`src/rtl/prewish_pkg.sv`:
```
// prewish_pkg: shared constants for the prewish mask sequencer.
//   MASK_W       - blink mask width
//   seq_state_e  - sequencer FSM states (IDLE, SEND)
//   default_mask - preload contents of the mask table, by entry index
package prewish_pkg;

  localparam int unsigned MASK_W = 8;

  typedef enum logic {
    IDLE = 1'b0,
    SEND = 1'b1
  } seq_state_e;

  function automatic logic [MASK_W-1:0] default_mask(input int unsigned idx);
    logic [MASK_W-1:0] m;
    case (idx % 8)
      0:       m = 8'b10101000;
      1:       m = 8'b11001010;
      2:       m = 8'b11110000;
      3:       m = 8'b10000000;
      4:       m = 8'b11111110;
      5:       m = 8'b10101010;
      6:       m = 8'b11001100;
      default: m = 8'b11100000;
    endcase
    return m;
  endfunction

endpackage

```
`src/rtl/prewish_prescaler.sv`:
```
// prewish_prescaler: free-running counter with enable/clear and a one-cycle tick.
//   clk_i  - clock
//   rst_i  - asynchronous active-high reset
//   en_i   - count enable; when low the counter is cleared and held at 0
//   tick_o - high for one cycle while the counter is all-ones and enabled
module prewish_prescaler #(
  parameter int unsigned CLK_BITS = 26
) (
  input  logic clk_i,
  input  logic rst_i,
  input  logic en_i,
  output logic tick_o
);

  logic [CLK_BITS-1:0] cnt_q, cnt_d;

  // The all-ones value wraps naturally to 0 on the following increment.
  always_comb begin
    cnt_d  = en_i ? cnt_q + 1'b1 : '0;
    tick_o = en_i && (cnt_q == '1);
  end

  always_ff @(posedge clk_i or posedge rst_i) begin
    if (rst_i) cnt_q <= '0;
    else       cnt_q <= cnt_d;
  end

endmodule

```
`src/rtl/prewish_mask_sequencer.sv`:
```
// prewish_mask_sequencer: periodically presents the next mask from an
// 8-entry rewritable table to the blinky stage over a strobe/ack handshake.
//   CLK_I, RST_I - clock, asynchronous active-high reset
//   EN_I         - sequencing enable (gates the prescaler only)
//   WE_I/ADR_I/DAT_I - table write port, accepted in any state
//   STB_O/DAT_O  - new-mask strobe and mask, held until ACK_I
//   ACK_I        - blinky accepted the mask
//   IDX_O        - index of the last acknowledged mask
//   OVR_O        - sticky: a tick arrived while a mask was unacknowledged
module prewish_mask_sequencer
  import prewish_pkg::*;
#(
  parameter int unsigned NEWMASK_CLK_BITS = 26,
  parameter int unsigned NUM_MASKS_LOG2   = 3
) (
  input  logic                      CLK_I,
  input  logic                      RST_I,
  input  logic                      EN_I,
  input  logic                      WE_I,
  input  logic [NUM_MASKS_LOG2-1:0] ADR_I,
  input  logic [MASK_W-1:0]         DAT_I,
  output logic                      STB_O,
  output logic [MASK_W-1:0]         DAT_O,
  input  logic                      ACK_I,
  output logic [NUM_MASKS_LOG2-1:0] IDX_O,
  output logic                      OVR_O
);

  localparam int unsigned DEPTH = 1 << NUM_MASKS_LOG2;

  logic tick;

  prewish_prescaler #(
    .CLK_BITS(NEWMASK_CLK_BITS)
  ) u_prescaler (
    .clk_i (CLK_I),
    .rst_i (RST_I),
    .en_i  (EN_I),
    .tick_o(tick)
  );

  logic [MASK_W-1:0] tab_q [DEPTH];

  // The FSM reads tab_q before this edge's write lands, so a same-cycle
  // write to the entry being fetched delivers the old contents.
  always_ff @(posedge CLK_I or posedge RST_I) begin
    if (RST_I) begin
      for (int unsigned i = 0; i < DEPTH; i++) tab_q[i] <= default_mask(i);
    end else if (WE_I) begin
      tab_q[ADR_I] <= DAT_I;
    end
  end

  seq_state_e                state_q, state_d;
  logic                      stb_q, stb_d;
  logic [MASK_W-1:0]         dat_q, dat_d;
  logic [NUM_MASKS_LOG2-1:0] idx_q, idx_d;
  logic [NUM_MASKS_LOG2-1:0] ptr_q, ptr_d;
  logic                      ovr_q, ovr_d;

  always_comb begin
    state_d = state_q;
    stb_d   = stb_q;
    dat_d   = dat_q;
    idx_d   = idx_q;
    ptr_d   = ptr_q;
    ovr_d   = ovr_q;
    case (state_q)
      IDLE: begin
        if (tick) begin
          dat_d   = tab_q[ptr_q];
          stb_d   = 1'b1;
          state_d = SEND;
        end
      end
      SEND: begin
        // A tick here is dropped; it only flags the overrun, even when the
        // ack completes in the same cycle.
        if (tick) ovr_d = 1'b1;
        if (ACK_I) begin
          stb_d   = 1'b0;
          idx_d   = ptr_q;
          ptr_d   = ptr_q + 1'b1;
          state_d = IDLE;
        end
      end
      default: state_d = IDLE;
    endcase
  end

  always_ff @(posedge CLK_I or posedge RST_I) begin
    if (RST_I) begin
      state_q <= IDLE;
      stb_q   <= 1'b0;
      dat_q   <= '0;
      idx_q   <= '0;
      ptr_q   <= '0;
      ovr_q   <= 1'b0;
    end else begin
      state_q <= state_d;
      stb_q   <= stb_d;
      dat_q   <= dat_d;
      idx_q   <= idx_d;
      ptr_q   <= ptr_d;
      ovr_q   <= ovr_d;
    end
  end

  assign STB_O = stb_q;
  assign DAT_O = dat_q;
  assign IDX_O = idx_q;
  assign OVR_O = ovr_q;

endmodule

```
`config.mk`:
```
export PLATFORM = sky130hd
export DESIGN_NAME = prewish_mask_sequencer
export DESIGN_NICKNAME = d
export VERILOG_FILES = /design/src/rtl/prewish_pkg.sv /design/src/rtl/prewish_prescaler.sv /design/src/rtl/prewish_mask_sequencer.sv
export SDC_FILE = /design/constraint.sdc
export NUM_CORES = 1
export LEC_CHECK = 0
export BUFFER_PORTS_ARGS = -buffer_cell sky130_fd_sc_hd__buf_2
export CORE_MARGIN = 4
export CORE_UTILIZATION = 60
export DETAILED_ROUTE_END_ITERATION = 6
export PLACE_DENSITY = 0.82
export SLEW_MARGIN = 5
export SYNTH_ARGS = -nofsm -noshare
export SYNTH_HDL_FRONTEND = slang
export SYNTH_SLANG_ARGS = --single-unit
```
`constraint.sdc`:
```
create_clock -name CLK_I -period 4 [get_ports CLK_I]
set_clock_uncertainty 0.1 [all_clocks]
set_input_delay 0.6 -clock CLK_I [delete_from_list [all_inputs] [get_ports CLK_I]]
set_output_delay 0.6 -clock CLK_I [all_outputs]
set_load 0.005 [all_outputs]
```
==> summary.md, run 1 <==
| Metric | Value |
|---|---|
| Die Y-Extent | approximately 99 um |
| Cell variety after synth | 40 |
| CTS Buffer Depth | 2 |
| Layout cell share with drive strength beyond 1 | 0.482 |
| Clk root buf | clkbuf_8 |
| Worst VDD drop | 0.272 mV |
| Ys flop type | dfrtp_1 |
| Post-synth top area share | 0.388 |
| Final Max Slew Viols | 0 |
| 1st-pass router iterations | 4 |
| Ys Warns | 0 |
| Crit-path slowest cell | nand4_1 |
| Cells after Synth | 352 |
| Power, Total | 2.41 mW |
| Biggest area consumer among synthesized cells | dfrtp_1 |
| DP HPWL | 5830 um |
| Remaining DRCs | 0 |
| Antenna diodes | 0 |
| Worst skew pair latency | 0.37 ns |
| Placed Area | 0.00518 mm^2 |
| CTS buffer count | 9 |
| Asr flop ratio synth | 1.00 |
| Period minus WS final | between 2 and 2.5 ns |
| Worst Path Arrival | 2.65 ns |
| Final Hold Viols | 0 |
| Cell family with most CP delay | simple AND/OR/NAND/NOR gates |
| Worst slack at placement | 1.49 ns |
| Worst slew pin tran | 1.12 ns |
| Initial Utilization | 0.629 |
| Rel. slew slack | 0.253 |
| Status | finished, final reports clean |
| Die footprint | between 0.009 and 0.01 mm^2 |
| Number of global-route vias before repair | 3028 |
| DR iter-0 viols | approximately 140 |
| Crit-path most repeated cell | nand4_1 |
| Drt wl/cell | ~19 um |
| P_leak | 2.30 nW |
| Non-Filler Instances | around 480 |
| Hold Path Class | input port to asynchronous set/reset pin |
| Sum of buffers and inverters on the critical path | 0 |
| Post-cts hold buffer count | 0 |
| Clock Pin Slew Worst Setup and Hold Paths | 0.09 ns |
| Largest fanout on the critical path | 9 |
| Core box area | 0.00789 mm^2 |
| GPL Wtd Cong | around 0.75 |
| Post-route setup slack | between 1.5 and 2 ns |
| Flops & latches, synth | 107 |
| CTS H-Tree Depth | 3 |
| Post-CTS sizing | 0 |
| Routed via count | about 3000 |
| Post-DRT Antenna Nets | 0 |
| Post-synthesis net count | approximately 370 |
| Initial antenna violation count | 0 |
| Final hold slack | between 0.3 and 0.4 ns |
| Critical path cell sequence | ha_1 -> nand4_1 -> nor4_2 -> nand4_1 -> mux2_2 |
| Final Cell Area | roughly 0.0054 mm^2 |
| Final critical-path share of the clock period | 0.624 |
| # placed instances | 468 |
| CP Data Required Time | 4.15 ns |
| Remaining global-route overflow | 0 |
| Layout net count | 396 |
| Startpoint types | register |
| First-pass GRT wire length | 15400 um |
| Largest net degree at the start of global routing | 86 |
| Chip width | 99.0 um |
| WS Path Type | register to register |
| Max cap viols | 0 |
| # rows | 32 |
| Power Density | between 400 and 500 mW/mm^2 |
| Achievable Freq | roughly 0.4 GHz |
| Area growth syn-to-layout | 8.97% |
| Fin Setup TNS | 0 ns |
| Worst setup EP type | register |
| Top cells by area, synth | dfrtp_1, mux2_2, dfstp_2 |
| Post-Syn Area | 0.00496 mm^2 |
| Port bufs | 28 |
| EDFF count, synth | 0 |
| RSZ-0062 raised after global routing | no |
| Mean Syn Cell Area | 14.1 um^2 |
| Final Setup Violations | 0 |
| TritonCTS clock tree | yes |
| Max incr delay on CP | 0.63 ns |
| Vias/cell | 6.07 |
| Sink Count | 107 |
| I/O pin count | 29 |
| Drt total wl | 9070 um |
| Util after Layout | 0.686 |
| Sequential-to-total area share from yosys stat | 0.547 |
| Total GRT Usage | 0.199 |
| Post-CTS Setup Inserts | 0 |
==> worst register-to-register path, delay by kind of cell, from the launching register on <==
kind | cells | cell delay, ns
DFF | 1 | 0.44
adders and majority gates | 1 | 0.24
and+or+nand+nor | 3 | 1.11
muxes | 1 | 0.50
==> kinds of logic after synthesis <==
| kind of cell | Yosys count | synth area share |
|---|---|---|
| DFF | 107 | 0.547 |
| and+or+nand+nor | 83 | 0.108 |
| muxes | 101 | 0.265 |
| adders and majority gates | 3 | 0.00756 |
| buffers and inverters | 20 | 0.0164 |
| AOI/OAI and AO/OA | 23 | 0.0297 |
| xor gates and xnor gates | 15 | 0.0265 |
==> sequential cells by signal (all words and copies together), names as in the netlist <==
register           cells
IDX_O                  3
tab_q                 64
OVR_O                  1
ptr_q                  3
STB_O                  1
DAT_O                  8
state_q                1
u_prescaler.cnt_q     26
==> cells in the mapped netlist, types with 2 or more instances <==
library cell / number
mux4_2: 16
nor3b_2: 2
nor2b_1: 4
nand3_1: 8
nor3_1: 5
nand2b_1: 2
nand4b_1: 3
a21boi_0: 9
nor4_1: 3
xnor2_1: 7
nor2_1: 2
and3_1: 2
mux2_2: 84
and2_1: 12
nand2_1: 11
clkbuf_1: 9
inv_1: 5
ha_1: 3
or3_1: 8
dfrtp_1: 77
or4_1: 3
nand4_1: 10
dfstp_2: 30
o21ai_0: 10
xor2_1: 8
buf_2: 5
==> final timing paths <==
path / from / endpoint / slack (ns) / cells past startpoint
min in group CLK_I: ACK_I / state_q / 0.37 / 2
worst max register to register: u_prescaler.cnt_q[0] / DAT_O[0] / 1.50 / 5
worst min register to register: OVR_O / OVR_O / 0.40 / 1
max in group asynchronous: RST_I / u_prescaler.cnt_q[5] / 2.51 / 3
worst min-delay path: RST_I / u_prescaler.cnt_q[10] / 0.35 / 2
worst max-delay path: u_prescaler.cnt_q[0] / DAT_O[0] / 1.50 / 5
==> layout by cell type (no fill, tap or decap), types with 3 or more instances in the layout <==
cell	Yosys	routed
nand4_1	10	10
xor2_1	8	8
clkbuf_8	0	10
ha_1	3	3
or3_1	8	8
nand4b_1	3	3
nor2b_1	4	4
buf_2	5	28
nand2_1	11	11
xnor2_1	7	7
and2_1	12	12
dfrtp_1	77	77
a21boi_0	9	9
or4_1	3	3
mux4_2	16	16
inv_1	5	4
nor4_1	3	3
mux2_2	84	84
nand3_1	8	8
o21ai_0	10	10
nor3_1	5	4
dfstp_2	30	30
==> where the power goes <==
part           leakage (nW)  total, mW  internal, mW  switching (mW)
clock                 0.106      0.734         0.372           0.362
sequential             1.32       1.36          1.28          0.0864
combinational         0.880      0.308         0.201           0.107
==> metal layers <==
layer	routed length [um]	global-route usage	vias up
met5	0	0	-
met1	4130	0.270	1532
met2	4490	0.320	48
li1	-	-	1348
met3	353	0.0559	9
met4	90	0.0473	0
==> final cells by class <==
cell class,instances,area (um^2)
Clock buffer,11,141
Multi-Input combinational cell,225,2170
Fill cell,542,2480
Tap cell,102,128
Clock inverter,5,83.8
Sequential cell,107,2720
Inverter,5,21.3
Timing Repair Buffer,29,148
Power figures use the tool's default switching activity.
==> inputs of run 2 (changes only) <==
CORE_UTILIZATION = 55   (was 60)
PLACE_DENSITY = 0.79   (was 0.82)
clock period = 2.15 ns   (was 4 ns; I/O delays follow)
==> summary.md, run 2 (same netlist as run 1, synthesis figures left out) <==
| Metric | Value |
|---|---|
| Status | finished, violations left |
| Failing checks | negative hold slack |
| Power Density | 774 mW/mm^2 |
| CTS buffer count | 9 |
| Max FFs per register | 64 |
| Worst Path Arrival | 2.26 ns |
| Sink Count | 107 |
| Remaining global-route overflow | 0 |
| # rows | 34 |
| Port bufs | 28 |
| P_leak | 2.40 nW |
| Period minus WS final | 2.04 ns |
| Critical path cell sequence | nand4_1 -> buf_4 -> or4_1 -> or4b_1 -> nand2_1 |
| Crit-path slowest cell | or4_1 |
| Commonest cells after routing, fill and taps aside | mux2_2, dfrtp_1, dfstp_2 |
| Final Setup Violations | 0 |
| CTS Buffer Depth | 2 |
| Worst VDD drop | 0.568 mV |
| DR iter-0 viols | 146 |
| Vias/cell | 5.88 |
| Layout cell share with drive strength beyond 1 | 0.511 |
| Clk root buf | clkbuf_8 |
| Final Max Slew Viols | 0 |
| Final hold slack | -0.00947 ns |
| Routed via count | 3004 |
| FF-to-FF End | u_prescaler.cnt_q[22] |
| Die footprint | 0.0106 mm^2 |
| Layout net count | 417 |
| Seq pwr share | 0.586 |
| Number of global-route vias before repair | between 3000 and 4000 |
| DP HPWL | 5990 um |
| Cell family with most CP delay | simple AND/OR/NAND/NOR gates |
| Util after Layout | 0.635 |
| Sw Share | 0.254 |
| Final Hold Viols | 8 |
| WS Path Type | register to register |
| RSZ-0062 raised after global routing | no |
| Max cap viols | 0 |
| First-pass GRT wire length | between 15000 and 20000 um |
| Total GRT Usage | 0.195 |
| Core box area | 0.00876 mm^2 |
| Max incr delay on CP | 0.56 ns |
| Largest fanout on the critical path | 6 |
| R2R depth | 5 |
| CP Data Required Time | 2.37 ns |
| Die Y-Extent | just over 100 um |
| Largest net degree at the start of global routing | 108 |
| Area growth syn-to-layout | 12.2% |
| Int Power | approximately 3.2 mW |
| Post-cts hold buffer count | 0 |
| Rel. slew slack | 0.620 |
| Clock Pin Slew Worst Setup and Hold Paths | 0.12 ns |
| TritonCTS clock tree | yes |
| Post-DRT Antenna Nets | 0 |
| Drt total wl | 9310 um |
| Sw power | 1.09 mW |
| Reg2reg start | u_prescaler.cnt_q[12] |
| Most common cell after layout, fill and taps aside | mux2_2 |
| Initial antenna violation count | 0 |
| Filler instances | 662 |
| I/O pin count | 29 |
| Final critical-path share of the clock period | 0.948 |
| Worst slew pin tran | 0.570 ns |
| R2R Setup Slk | around 0.11 ns |
| Worst skew pair latency | about 0.37 ns |
| Chip width | 103 um |
| Remaining DRCs | 0 |
| Drt wl/cell | 18.2 um |
| CTS H-Tree Depth | 3 |
| Initial Utilization | 0.567 |
| Largest Register | tab_q |
| Achievable Freq | about 0.5 GHz |
| Sum of buffers and inverters on the critical path | 1 |
| Hold Path Class | input port to asynchronous set/reset pin |
| Antenna diodes | 0 |
| 1st-pass router iterations | 4 |
| Worst setup EP type | register |
| Fin Setup TNS | 0 ns |
| GPL Wtd Cong | 0.802 |
| Startpoint types | register |
| Clock power frac | 0.275 |
| Logic gate share of total power | 0.139 |
[run 2: cell count changes in the layout (fill, tap and decap cells not counted), moves of 2 or more]
cell,delta
buf_4,+19
clkinv_4,+2
bufinv_16,-2
buf_12,+2
inv_8,+2
[run 2: layout make-up]
class,instances,area (um^2),share of cell area
Clock inverter,7,70.1,0.0126
Timing Repair Buffer,50,330,0.0593
Clock buffer,9,124,0.0222
Sequential cell,107,2720,0.488
Multi-Input combinational cell,225,2170,0.390
Tap cell,108,135,0.0243
Inverter,5,22.5,0.00404
[run 2: worst reg2reg max path: cells and delay by family, from the launching register on]
kind / cells / cell delay (ns)
buf+inv: 1 / 0.18
flops: 1 / 0.42
simple gates: 4 / 1.30
[run 2: how the worst max path moves through the flow]
stage,from,end,cells after the start
after detailed placement,u_prescaler.cnt_q[12],u_prescaler.cnt_q[19],5
final,u_prescaler.cnt_q[12],u_prescaler.cnt_q[22],5
after global routing,u_prescaler.cnt_q[8],u_prescaler.cnt_q[17],5
after global placement,u_prescaler.cnt_q[4],u_prescaler.cnt_q[22],4
after CTS,u_prescaler.cnt_q[12],u_prescaler.cnt_q[17],5
after floorplan,ptr_q[1],DAT_O[0],5
[run 2: power by group through the flow]
stage	Clock, mW	Combinational (mW)	Sequential (mW)
global placement	0	0.580	2.54
floorplan	0	0.498	2.50
CTS	1.22	0.611	2.52
global route	1.33	0.666	2.56
detailed placement	0	0.608	2.56
finish	1.19	0.600	2.52
[run 2: stage by stage]
| step | power, mW | setup WS (ns) | cell area [um^2] | std cells |
|---|---|---|---|---|
| after floorplan | 3.00 | 0.0272 | 4970 | 352 |
| after global placement | 3.12 | 0.189 | 5360 | 493 |
| after detailed placement | 3.17 | 0.0756 | 5360 | 493 |
| after CTS | 4.36 | 0.0761 | 5550 | 509 |
| after global routing | 4.55 | 0.0301 | 5570 | 511 |
| final | 4.31 | 0.111 | 5570 | 511 |
[run 2: routing by layer]
metal	GRT usage	vias up	wire, um
met5	0	-	0
met4	0.0488	0	102
li1	-	1394	-
met2	0.332	35	4870
met3	0.0447	9	235
met1	0.255	1566	4110
[run 2: timing repair]
action	in CTS	in global routing
gates resized for setup	0	1
buffers inserted	0	2
setup endpoints to repair	0	4
endpoints found under the hold margin	0	0
==> inputs of run 3 (changes only) <==
REMOVE_ABC_BUFFERS = 1   (was unset)
==> summary.md, run 3 (same netlist as run 1, synthesis figures left out) <==
| Metric | Value |
|---|---|
| Sink Count | between 100 and 150 |
| CP Data Required Time | 2.34 ns |
| Remaining global-route overflow | 0 |
| CTS H-Tree Depth | 3 |
| Clk root buf | clkbuf_8 |
| Util after Layout | 0.637 |
| Rel. slew slack | 0.614 |
| Worst setup EP type | register |
| Routed via count | 3011 |
| Clock Pin Slew Worst Setup and Hold Paths | 0.10 ns |
| DP HPWL | roughly 6300 um |
| First-pass GRT wire length | 15700 um |
| Sum of buffers and inverters on the critical path | 0 |
| R2R Setup Slk | between 0.09 and 0.1 ns |
| Max FFs per register | 64 |
| Worst VDD drop | 0.378 mV |
| Hold Path Class | input port to register |
| 1st-pass router iterations | 7 |
| Reg2reg start | u_prescaler.cnt_q[11] |
| DR iter-0 viols | 95 |
| Cell family with most CP delay | simple AND/OR/NAND/NOR gates |
| # rows | 34 |
| Vias/cell | roughly 6 |
| I/O pin count | 29 |
| Die Y-Extent | 103 um |
| Largest net degree at the start of global routing | 47 |
| Max cap viols | 0 |
| Port bufs | 28 |
| Initial antenna violation count | 0 |
| TritonCTS clock tree | yes |
| Worst Hold Launch | ACK_I |
| Worst Hold Endpoint | state_q |
| Final Max Slew Viols | 0 |
| WS Path Type | register to register |
| Max incr delay on CP | 0.61 ns |
| Number of global-route vias before repair | between 3000 and 4000 |
| Commonest cells after routing, fill and taps aside | mux2_2, dfrtp_1, dfstp_2 |
| Area growth syn-to-layout | 12.4% |
| Chip width | 103 um |
| CTS buffer count | 9 |
| Area occupied by registers | 0.00272 mm^2 |
| CTS Buffer Depth | 2 |
| Initial Utilization | 0.567 |
| Placed Area | 0.00538 mm^2 |
| Most common cell after layout, fill and taps aside | mux2_2 |
| Largest fanout on the critical path | 10 |
| Area of the multi-input gates | 0.00217 mm^2 |
| Worst Path Arrival | 2.24 ns |
| P_leak | around 2.4 nW |
| Worst skew pair latency | 0.37 ns |
| Period minus WS final | 2.05 ns |
| Drt total wl | just over 9000 um |
| Post-DRT Antenna Nets | 0 |
| GPL Wtd Cong | 0.786 |
| Startpoint types | register |
| FF-to-FF End | u_prescaler.cnt_q[25] |
| Filler instances | 663 |
| Antenna diodes | 0 |
| Layout cell share with drive strength beyond 1 | 0.507 |
| Post-CTS Setup Inserts | 0 |
| R2R depth | 4 |
| Critical path cell sequence | nand4_1 -> or4_4 -> or4_1 -> a21boi_1 |
| Crit-path slowest cell | or4_4 |
| Final Hold Viols | 0 |
| Drt wl/cell | 18.1 um |
| Core box area | 0.00876 mm^2 |
| Status | finished, final reports clean |
| WHS Path Cells | 2 |
| Total GRT Usage | 0.193 |
| Die footprint | 0.0106 mm^2 |
| Achievable Freq | 0.488 GHz |
| Layout net count | 418 |
| Worst slew pin tran | 0.579 ns |
| Power Density | roughly 770 mW/mm^2 |
| Final Cell Area | 0.00558 mm^2 |
| Final Setup Violations | 0 |
| Final critical-path share of the clock period | 0.954 |
| Largest Register | tab_q |
| Remaining DRCs | 0 |
[run 3: changes by cell type in the layout (fill, tap and decap cells not counted)]
cell	change
dlygate4sd3_1	+1
inv_6	+1
clkbuf_1	+1
clkinv_2	-1
buf_12	+1
clkinv_8	-1
clkinvlp_4	+1
buf_4	-1
inv_4	+1
clkinv_4	-2
[run 3: cell type report]
| type | count | share of cell area |
|---|---|---|
| clock buffers | 10 | 0.0229 |
| clock inverters | 6 | 0.00987 |
| inverters | 5 | 0.00381 |
| multi-input cells | 225 | 0.389 |
| flip-flops and latches | 107 | 0.487 |
| well taps | 108 | 0.0242 |
| repair buffers | 51 | 0.0632 |
[run 3: worst reg2reg max path, cell delays in order (launching register included)]
cell and delay [ns]:
dfrtp_1 0.41, nand4_1 0.20, or4_4 0.61, or4_1 0.50, a21boi_1 0.16
[run 3: stage by stage]
stage	instances	total power, mW	worst slack, ns	hold WS (ns)	TNS, ns
2_1_floorplan	337	2.98	-1.04	0.319	-89.76
3_3_place_gp	495	3.12	0.0867	0.215	0
3_5_place_dp	495	3.18	0.0481	0.227	0
4_1_cts	512	4.34	0.00761	0.0700	0
5_1_grt	512	4.52	-0.00673	0.0941	-0.00673
6_report	512	4.30	0.0993	0.0875	0
[run 3: worst max path at each step]
stage / start / endpoint / slack, ns / cells past startpoint
after floorplan: RST_I / DAT_O[0] / -1.04 / 1
after global placement: u_prescaler.cnt_q[8] / u_prescaler.cnt_q[25] / 0.09 / 4
after detailed placement: u_prescaler.cnt_q[8] / u_prescaler.cnt_q[25] / 0.05 / 4
after CTS: u_prescaler.cnt_q[8] / u_prescaler.cnt_q[25] / 0.008 / 4
after global routing: u_prescaler.cnt_q[12] / u_prescaler.cnt_q[25] / -0.007 / 4
final: u_prescaler.cnt_q[11] / u_prescaler.cnt_q[25] / 0.1 / 4
[run 3: power by group]
part | internal [mW] | leakage (nW) | switching, mW
Clock | 0.447 | 0.0873 | 0.719
Combinational | 0.391 | 0.998 | 0.213
Sequential | 2.38 | 1.32 | 0.151
Total | 3.21 | 2.40 | 1.08
[run 3: metal layers]
layer  share of wire  GRT usage  vias to the layer above  wire, um
met2            0.48      0.295                       46      4440
met4           0.012     0.0558                        0       110
li1                -          -                     1390         -
met5               0          0                        -         0
met3           0.033     0.0365                       10       302
met1            0.48      0.284                     1565      4420
[run 3: what timing repair did]
action,4_1_cts,5_1_grt
hold endpoints to repair,16,0
resized for setup,0,1
hold buffers,1,0
setup endpoints to repair,0,2
